`config.mk`:
```
export PLATFORM = sky130hd
export DESIGN_NAME = hex_display_ctrl_flat
export DESIGN_NICKNAME = d
export VERILOG_FILES = /design/src/rtl/hex_display_if.sv /design/src/rtl/hex_display_ctrl.sv /design/src/flat_wrapper.sv
export SDC_FILE = /design/constraint.sdc
export NUM_CORES = 1
export LEC_CHECK = 0
export BUFFER_PORTS_ARGS = -buffer_cell sky130_fd_sc_hd__buf_2
export CORE_MARGIN = 2
export CORE_UTILIZATION = 65
export CTS_BUF_LIST = sky130_fd_sc_hd__clkbuf_4
export DETAILED_ROUTE_END_ITERATION = 10
export PLACE_DENSITY = 0.87
export RECOVER_POWER = 100
export REMOVE_ABC_BUFFERS = 1
export SYNTH_ARGS = -nofsm -noshare
export SYNTH_HDL_FRONTEND = slang
export SYNTH_SLANG_ARGS = --single-unit
```
`constraint.sdc`:
```
create_clock -name CLOCK_50 -period 5.2 [get_ports CLOCK_50]
set_input_delay 0.26 -clock CLOCK_50 [delete_from_list [all_inputs] [get_ports CLOCK_50]]
set_output_delay 0.26 -clock CLOCK_50 [all_outputs]
set_load 0.05 [all_outputs]
```
`src/rtl/hex_display_if.sv`:
```
`timescale 1ns/1ps
// Display-controller bus: value load request in, segment outputs and ready back.
// Latency: none, wiring only.
// Backpressure: load is honoured only while ready is high; no queuing.
//
// Ports (signals):
//   load, value, lz_en - capture request, hex value (nibble i -> digit i), leading-zero enable
//   blink_en           - live blink enable
//   ready              - controller idle, can accept load
//   HEX                - 7 active-low segments per digit, digit i at [7i+6:7i], a..g = bit0..bit6
interface hex_display_if #(
    parameter int NUM_DIGITS = 4
);
    logic                    load;
    logic [4*NUM_DIGITS-1:0] value;
    logic                    lz_en;
    logic                    blink_en;
    logic                    ready;
    logic [7*NUM_DIGITS-1:0] HEX;

    modport master (
        output load, value, lz_en, blink_en,
        input  ready, HEX
    );

    modport slave (
        input  load, value, lz_en, blink_en,
        output ready, HEX
    );
endinterface

```
`src/rtl/hex_display_ctrl.sv`:
```
`timescale 1ns/1ps
// Multi-digit 7-segment hex display controller with leading-zero blanking and blink.
// Latency: load at edge E0 -> new segments visible and ready=1 after edge E(NUM_DIGITS+1).
// Backpressure: ready low while scanning/committing; loads seen then are dropped.
//
// Ports:
//   CLOCK_50 - system clock, rising edge
//   Reset    - asynchronous, active-high; blanks display and returns to idle
//   disp     - hex_display_if slave (load/value/lz_en/blink_en in, ready/HEX out)
module hex_display_ctrl #(
    parameter int NUM_DIGITS = 4,
    parameter int BLINK_DIV  = 25000000
) (
    input  logic        CLOCK_50,
    input  logic        Reset,
    hex_display_if.slave disp
);
    localparam int IW = (NUM_DIGITS > 1) ? $clog2(NUM_DIGITS) : 1;
    localparam int CW = $clog2(BLINK_DIV);
    localparam logic [6:0] SEG_BLANK = 7'h7F;

    typedef enum logic [1:0] {IDLE, SCAN, COMMIT} state_t;

    state_t                       state;
    logic                         ready_q;
    logic [NUM_DIGITS-1:0][3:0]   val_q;
    logic                         lz_q;
    logic [IW-1:0]                idx;
    logic                         seen_nz;
    logic [NUM_DIGITS-1:0]        blank_mask;
    logic [NUM_DIGITS-1:0][6:0]   seg_q;
    logic [CW-1:0]                blink_cnt;
    logic                         blink_phase;
    logic [3:0]                   scan_nib;

    function automatic logic [6:0] hex_enc(input logic [3:0] nib);
        logic [6:0] seg;
        case (nib)
            4'h0: seg = 7'h40;
            4'h1: seg = 7'h79;
            4'h2: seg = 7'h24;
            4'h3: seg = 7'h30;
            4'h4: seg = 7'h19;
            4'h5: seg = 7'h12;
            4'h6: seg = 7'h02;
            4'h7: seg = 7'h78;
            4'h8: seg = 7'h00;
            4'h9: seg = 7'h10;
            4'hA: seg = 7'h08;
            4'hB: seg = 7'h03;
            4'hC: seg = 7'h46;
            4'hD: seg = 7'h21;
            4'hE: seg = 7'h06;
            default: seg = 7'h0E;
        endcase
        return seg;
    endfunction

    assign scan_nib = val_q[idx];

    // Scan runs most-significant digit first so seen_nz tells whether any
    // higher digit was non-zero; digit 0 is never blanked so zero shows "0".
    always_ff @(posedge CLOCK_50 or posedge Reset) begin
        if (Reset) begin
            state      <= IDLE;
            ready_q    <= 1'b1;
            val_q      <= '0;
            lz_q       <= 1'b0;
            idx        <= '0;
            seen_nz    <= 1'b0;
            blank_mask <= '0;
            seg_q      <= {NUM_DIGITS{SEG_BLANK}};
        end else begin
            case (state)
                IDLE: begin
                    if (disp.load) begin
                        val_q      <= disp.value;
                        lz_q       <= disp.lz_en;
                        idx        <= IW'(NUM_DIGITS - 1);
                        seen_nz    <= 1'b0;
                        blank_mask <= '0;
                        ready_q    <= 1'b0;
                        state      <= SCAN;
                    end
                end
                SCAN: begin
                    blank_mask[idx] <= lz_q && !seen_nz && (scan_nib == 4'h0) && (idx != '0);
                    if (scan_nib != 4'h0) begin
                        seen_nz <= 1'b1;
                    end
                    if (idx == '0) begin
                        state <= COMMIT;
                    end else begin
                        idx <= idx - 1'b1;
                    end
                end
                COMMIT: begin
                    for (int i = 0; i < NUM_DIGITS; i++) begin
                        seg_q[i] <= blank_mask[i] ? SEG_BLANK : hex_enc(val_q[i]);
                    end
                    ready_q <= 1'b1;
                    state   <= IDLE;
                end
                default: begin
                    ready_q <= 1'b1;
                    state   <= IDLE;
                end
            endcase
        end
    end

    // Free-running blink timebase; phase 0 is the blanked half when enabled.
    always_ff @(posedge CLOCK_50 or posedge Reset) begin
        if (Reset) begin
            blink_cnt   <= '0;
            blink_phase <= 1'b1;
        end else if (blink_cnt == CW'(BLINK_DIV - 1)) begin
            blink_cnt   <= '0;
            blink_phase <= ~blink_phase;
        end else begin
            blink_cnt <= blink_cnt + 1'b1;
        end
    end

    assign disp.ready = ready_q;
    assign disp.HEX   = (disp.blink_en && !blink_phase) ? {NUM_DIGITS{SEG_BLANK}} : seg_q;

endmodule

```
`src/flat_wrapper.sv`:
```
// flat-port wrapper written by rule: the top's interface ports become plain ports
module hex_display_ctrl_flat 
#(
    parameter int NUM_DIGITS = 4,
    parameter int BLINK_DIV  = 25000000
)
  (CLOCK_50, Reset, disp_load, disp_value, disp_lz_en, disp_blink_en, disp_ready, disp_HEX);
  hex_display_if #(.NUM_DIGITS(NUM_DIGITS)) disp_i ();
  input  logic CLOCK_50;
  input  logic Reset;
  input wire logic [$bits(disp_i.load)-1:0] disp_load;
  input wire logic [$bits(disp_i.value)-1:0] disp_value;
  input wire logic [$bits(disp_i.lz_en)-1:0] disp_lz_en;
  input wire logic [$bits(disp_i.blink_en)-1:0] disp_blink_en;
  output wire logic [$bits(disp_i.ready)-1:0] disp_ready;
  output wire logic [$bits(disp_i.HEX)-1:0] disp_HEX;
  assign disp_i.load = disp_load;
  assign disp_i.value = disp_value;
  assign disp_i.lz_en = disp_lz_en;
  assign disp_i.blink_en = disp_blink_en;
  assign disp_ready = disp_i.ready;
  assign disp_HEX = disp_i.HEX;
  hex_display_ctrl #(.NUM_DIGITS(NUM_DIGITS), .BLINK_DIV(BLINK_DIV)) u_core (.CLOCK_50(CLOCK_50), .Reset(Reset), .disp(disp_i));
endmodule
```
==> metrics.md, run 1 <==
| Metric | Value |
|---|---|
| Die width | slightly below 90 um |
| Largest net degree at the start of global routing | 82 |
| Critical Path Sink Type | primary output |
| Fillers | 513 |
| Post-CTS setup buffers | 0 |
| Die Footprint | 7850 um2 |
| Hold Fails Final Rpt | 0 |
| Status | complete, but fails checks |
| Placed Instance Area | slightly below 5000 um2 |
| CP Class | flop to primary output |
| Non-Filler Cell Area, Final | about 5000 um2 |
| Total CTS buffers | 9 |
| Drt pass-1 iters | 6 |
| DR WL/cell | 14.8 um |
| Relative slew slack | -27.2% |
| Crit share post-route | 51.2% |
| Antenna Nets Post-Route | 0 |
| Ys Warns | 0 |
| PortBufs | just under 50 |
| Core area | 6870 um2 |
| Iteration-0 DRC Markers | between 200 and 250 |
| Slew @ Worst Pin | roughly 1.9 ns |
| Non-filler cells, final | ~650 |
| Worst setup SP type | flop |
| Hold-fix buffers, CTS | 2 |
| RSZ-0062 raised after global routing | false |
| I/O pin cnt | 50 |
| CTS tree | done |
| Setup TNS | 0 ns |
| Pins Over Slew Limit | 58 |
| Final wirelength | 9650 um |
| Inst Count DP | roughly 630 |
| Clock latency on the worst-skew pair | 0.45 ns |
| Number of antenna violations at the first check in global routing | 0 |
| Register area share after synthesis | 44.4% |
| Share of cells above drive strength 1 | ~14% |
| Rows | 30 |
| Worst-case vdd ir drop | approximately 400 uV |
| Vias | approximately 3800 |
| ANT cells | 0 |
| Crit path DAT | roughly 2.4 ns |
| Initial Utilization | roughly 68% |
| Gr ovfl total | 0 |
| Root buf cell | clkbuf_4 |
| Post-Syn Area | approximately 4600 um2 |
| Setup-failing EPs final | 0 |
| # resized after CTS | 0 |
| Clock sink total | just over 80 |
| Vias/cell | slightly below 6 |
| Dominant cells by area after synthesis | dfrtp_1 (27%), dfstp_2 (17%), ha_1 (7.8%) |
| PD cells | approximately 540 nW/um2 |
| Net count, final | 600 |
| WP data required | approximately 4.9 ns |
| Max-cap violations | 2 |
| Final min period | around 2.7 ns |
| Clock tree buffer depth | 2 |
| Critical path peak fanout | 28 |
| Min-delay worst type | input port to flop |
| Clock-pin slew on the worst setup and hold paths | between 0.1 and 0.15 ns |
| Dpl hpwl | approximately 6700 um |
| CTS H-tree lvls | 3 |
| DRC Markers | 0 |
| Yosys reg bits | just over 80 |
| Synth Flop Type | dfrtp_1 |
| EDFF count, synth | 0 |
| Gp weighted congestion | about 0.94 |
| Synth cell types | 57 |
| Number of global-route vias before repair | 3447 |
| Fmax | 0.376 GHz |
| DIE HEIGHT | 88.6 um |
| Area Growth Syn to Fin | 9.39% |
| Top-area cell type share of the netlist area | roughly 27% |
| Failing checks | max-capacitance violations, max-slew violations |
| Final setup skew | 0.0126 ns |
| Global-route wire length before repair | around 16000 um |
| Post-Syn Instances | between 500 and 600 |
| Leading area contributor after synthesis | dfrtp_1 |
| All-Layer GR Usage | approximately a quarter |
| Ys async rst share | between 90% and 100% |
| Leakage Power | 2.24 nW |
| Syn avg cell area | roughly 9.1 um2 |
[placed cells by master, fill, tap and decap left out, types with 4 or more instances in the layout]
master / Yosys / final
clkbuf_4: 0 / 9
nand4_1: 10 / 10
dfstp_2: 30 / 30
xor2_1: 8 / 8
ha_1: 29 / 29
buf_2: 1 / 20
and3_1: 4 / 4
o22a_1: 4 / 4
a311oi_1: 4 / 4
clkbuf_1: 20 / 29
a21oi_1: 20 / 20
o21ai_0: 38 / 39
mux2i_1: 7 / 7
nand2b_1: 31 / 31
nand2_1: 68 / 68
a211oi_1: 6 / 6
nor2_1: 56 / 56
nand3_1: 16 / 17
nor2b_1: 5 / 5
o31ai_1: 6 / 6
inv_1: 23 / 23
xnor2_1: 9 / 9
a21o_1: 6 / 6
a31oi_1: 7 / 7
dfrtp_1: 51 / 51
[logic make-up after synthesis]
kind of cell	Yosys count	synth area share (%)
buffers and inverters	45	3.74
and+or+nand+nor	219	23.6
AOI/OAI and AO/OA	108	14.8
adders and majority gates	29	7.80
DFF	81	44.4
muxes	10	2.48
xor gates and xnor gates	17	3.20
[final cells by class]
type	instances	area [um2]	share of cell area [%]
clock inverters	7	119	2.34
well taps	96	120	2.36
inverters	23	86.3	1.70
multi-input cells	383	2390	47.0
repair buffers	52	236	4.65
flip-flops and latches	81	2060	40.6
clock buffers	9	67.6	1.33
[where the power goes]
group	internal [W]	total (W)	switching, W
clock	0.000243	0.000468	0.000225
combinational	0.000437	0.00116	0.000722
sequential	0.000892	0.00114	0.000247
total	0.00157	0.00277	0.00119
[Yosys cell counts (all sizes together) (7+ instances only)]
| library cell | count |
|---|---|
| xor2 | 8 |
| xnor2 | 9 |
| clkbuf | 20 |
| o21ai | 39 |
| nand4 | 11 |
| ha | 29 |
| nand2 | 68 |
| a31oi | 7 |
| a21oi | 22 |
| nand3 | 17 |
| nor2 | 56 |
| nand2b | 31 |
| dfstp | 30 |
| dfrtp | 51 |
| mux2i | 7 |
| inv | 23 |
[worst paths after layout]
check                      cells past startpoint  slack [ns]                              to                           start
setup / recovery                               3        2.54                     disp_HEX[4]  u_core.blink_phase$_DFFE_PP1N_
hold / removal                                 3       0.006    u_core.val_q[15]$_DFFE_PP0P_                  disp_value[15]
setup reg to reg                               3        2.67     u_core.seg_q[8]$_DFFE_PP1N_     u_core.state[1]$_DFFE_PP0P_
hold reg to reg                                2        0.47    u_core.seg_q[24]$_DFFE_PP1N_    u_core.seg_q[24]$_DFFE_PP1N_
max in group asynchronous                      3        4.45    u_core.val_q[14]$_DFFE_PP0P_                           Reset
min in group asynchronous                      3        0.09  u_core.blink_cnt[10]$_DFF_PP0_                           Reset
[stage by stage]
stage	hold WS (ns)	util, %	total power [W]	setup slack [ns]
after floorplan	0.365	-	0.00203	2.91
after global placement	0.440	71.9	0.00225	3.10
after detailed placement	0.454	71.9	0.00231	2.95
after CTS	0.00225	74.9	0.00279	2.59
after global routing	0.0167	74.0	0.00297	2.36
final	0.00551	74.0	0.00277	2.54
[layer usage]
metal / vias to the layer above / global-route usage (%) / routed length (um)
li1: 1851 / - / -
met4: 0 / 11.6 / 212
met5: - / 0 / 0
met2: 136 / 41.1 / 4560
met1: 1763 / 36.6 / 4410
met3: 23 / 4.66 / 467
[critical path, stage by stage, from the launching register on]
cell	delay, ns
dfstp_2	0.56
nand2b_1	0.85
nand2b_1	0.19
clkbuf_1	0.35
[state kept, by name, indices dropped and copies added, names as in the netlist]
| signal | flops |
|---|---|
| u_core.idx | 2 |
| u_core.seen_nz | 1 |
| u_core.lz_q | 1 |
| u_core.seg_q | 28 |
| u_core.blink_cnt | 25 |
| u_core.disp.ready | 1 |
| u_core.val_q | 16 |
| u_core.state | 2 |
| u_core.blink_phase | 1 |
| u_core.blank_mask | 4 |
(Power assumes the default switching activity.)
==> run 2, diff against run 1 <==
CORE_UTILIZATION = 61   (was 65)
PLACE_DENSITY = 0.82   (was 0.87)
clock period = 2.8 ns   (was 5.2 ns; I/O delays follow)
==> metrics.md, run 2 (synthesis results as in run 1) <==
| Metric | Value |
|---|---|
| Status | complete, but fails checks |
| Failing checks | max-capacitance violations, max-slew violations |
| Iteration-0 DRC Markers | between 200 and 250 |
| Leakage Power | 2.28 nW |
| Sequential share of power | 42.6% |
| Vias | around 3800 |
| Delay-heaviest family, CP | simple AND/OR/NAND/NOR gates |
| CTS H-tree lvls | 3 |
| Slowest CP cell | nor2_1 |
| Final min period | 2.25 ns |
| Worst setup SP type | flop |
| Max reg flops | 28 |
| Root buf cell | clkbuf_4 |
| Critical Path Sink Type | flop |
| Setup TNS | 0 ns |
| Clock latency on the worst-skew pair | 0.42 ns |
| DR WL/cell | roughly 14 um |
| Reg2reg path depth | 6 |
| Crit path DAT | about 2.5 ns |
| Critical path origin | u_core.blink_cnt[0]$_DFF_PP0_ |
| Initial Utilization | a little under two thirds |
| Dpl hpwl | 6570 um |
| Fmax | between 0.4 and 0.5 GHz |
| Clock tree buffer depth | 2 |
| Crit-path cells | ha_1 -> and4_1 -> nand4_1 -> nor2_1 -> clkbuf_1 -> nor2b_1 |
| Vias/cell | approximately 5.6 |
| Reg area | 2060 um2 |
| Inst Count DP | 640 |
| CP Class | flop to flop |
| Reg2Reg Capture Point | u_core.blink_cnt[1]$_DFF_PP0_ |
| Area Growth Syn to Fin | 11.8% |
| # resized after CTS | 0 |
| CP bufs+invs | 1 |
| Gr ovfl total | 0 |
| Clock sink total | 81 |
| Area used by multi-input combinational logic | 2380 um2 |
| DRC Markers | 0 |
| Fillers | 590 |
| Non-filler cells, final | slightly below 700 |
| Relative slew slack | -25.2% |
| Largest Register | u_core.seg_q |
| Final setup skew | about 0.020 ns |
| P_int | between 0.002 and 0.003 W |
| Worst Hold End | u_core.state[0]$_DFFE_PP0P_ |
| Clock-pin slew on the worst setup and hold paths | roughly 0.12 ns |
| Number of antenna violations at the first check in global routing | 1 |
| Final wirelength | between 9000 and 10000 um |
| Min-delay worst type | input port to flop |
| PortBufs | between 40 and 50 |
| RSZ-0062 raised after global routing | false |
| Setup-failing EPs final | 0 |
| Clk pwr share | ~14% |
| CTS tree | done |
| Hold path start | disp_load |
| Critical path peak fanout | 9 |
| Number of global-route vias before repair | between 3000 and 4000 |
| WP data required | 3.09 ns |
| Biggest regs | u_core.seg_q x28, u_core.blink_cnt x25, u_core.val_q x16 |
| FF-to-FF setup slack | 0.55 ns |
| Commonest cells after routing, fill and taps aside | nand2_1 (68), nor2_1 (56), dfrtp_1 (51) |
| Largest net degree at the start of global routing | 82 |
| Dpl ws | just under 0.8 ns |
| Sw power | between 0.002 and 0.0025 W |
| Drt pass-1 iters | 4 |
| Slowest stage delay, CP | 0.49 ns |
| Global-route wire length before repair | 16400 um |
| Slew @ Worst Pin | roughly 1.9 ns |
| Worst hold path cell count | 3 |
| Hold Fails Final Rpt | 0 |
| Worst-case vdd ir drop | roughly 700 uV |
| Post-CTS setup buffers | 0 |
| Share of cells above drive strength 1 | about 14% |
| I/O pin cnt | 50 |
| Logic pwr share | a little over two fifths |
| Die Footprint | 8340 um2 |
| Crit share post-route | approximately 80% |
| FF-to-FF Start | u_core.blink_cnt[0]$_DFF_PP0_ |
| Die width | about 90 um |
| All-Layer GR Usage | between 20% and 30% |
| Pins Over Slew Limit | just over 80 |
| Sw frac | 43.9% |
| PD cells | about 950 nW/um2 |
| Max-cap violations | 1 |
| Gp weighted congestion | around 0.86 |
| Rows | 31 |
| Net count, final | ~620 |
| Commonest non-fill, non-tap cell in the layout | nand2_1 |
| Core area | 7330 um2 |
| Final WS setup | around 0.55 ns |
| DIE HEIGHT | about 91 um |
| Antenna Nets Post-Route | 0 |
| Total CTS buffers | 9 |
-- run 2: cell count changes in the layout (fill, tap and decap cells not counted), sizes merged --
cell / delta
bufinv: -2
inv: -1
diode: +1
clkbuf: +7
dlygate4sd3: +15
-- run 2: final cells by class --
class | instances | share of cell area, %
Antenna cell | 1 | 0.0481
Clock buffer | 12 | 1.73
Clock inverter | 4 | 0.890
Inverter | 23 | 1.66
Multi-Input combinational cell | 383 | 45.9
Sequential cell | 81 | 39.7
Tap cell | 99 | 2.38
Timing Repair Buffer | 71 | 7.72
-- run 2: through the flow --
stage / util [%] / power [W] / hold slack [ns] / instance area, um2
floorplan: - / 0.00377 / 0.245 / 4560
global placement: 67.8 / 0.00421 / 0.331 / 4970
detailed placement: 67.8 / 0.00430 / 0.335 / 4970
CTS: 72.0 / 0.00500 / 0.0118 / 5280
global route: 70.9 / 0.00536 / 0.0584 / 5200
finish: 70.9 / 0.00495 / 0.0240 / 5200
-- run 2: how the worst max path moves through the flow --
| stage | end | slack (ns) | cells after the start |
|---|---|---|---|
| floorplan | u_core.blank_mask[0]$_DFFE_PP0P_ | 0.63 | 1 |
| finish | u_core.blink_cnt[1]$_DFF_PP0_ | 0.55 | 6 |
| CTS | u_core.blink_cnt[1]$_DFF_PP0_ | 0.75 | 6 |
| global route | u_core.val_q[2]$_DFFE_PP0P_ | 0.33 | 5 |
| detailed placement | u_core.blink_cnt[1]$_DFF_PP0_ | 0.79 | 6 |
| global placement | u_core.blink_cnt[5]$_DFF_PP0_ | 0.87 | 6 |
-- run 2: worst register-to-register path, cell delays in order, from the launching register on --
cell and delay [ns]:
dfrtp_1 0.40, ha_1 0.24, and4_1 0.31, nand4_1 0.17, nor2_1 0.49, clkbuf_1 0.41
nor2b_1 0.10
-- run 2: what timing repair did --
action	CTS	global route
hold endpoints to repair	17	0
endpoints found under the setup margin	0	0
hold buffers	17	0
-- run 2: metal layers --
metal	vias to the layer above	global-route usage (%)	share of wire [%]
met5	-	0	0
li1	1890	-	-
met2	87	40.2	47
met1	1765	32.5	48
met4	0	7.95	1.6
met3	13	4.73	4.0
-- run 2: power by group through the flow --
stage / Clock, W / Sequential, W / Combinational (W)
3_3_place_gp: 0 / 0.00210 / 0.00211
5_1_grt: 0.000752 / 0.00218 / 0.00242
6_report: 0.000687 / 0.00211 / 0.00216
3_5_place_dp: 0 / 0.00213 / 0.00217
2_1_floorplan: 0 / 0.00203 / 0.00174
4_1_cts: 0.000701 / 0.00210 / 0.00220
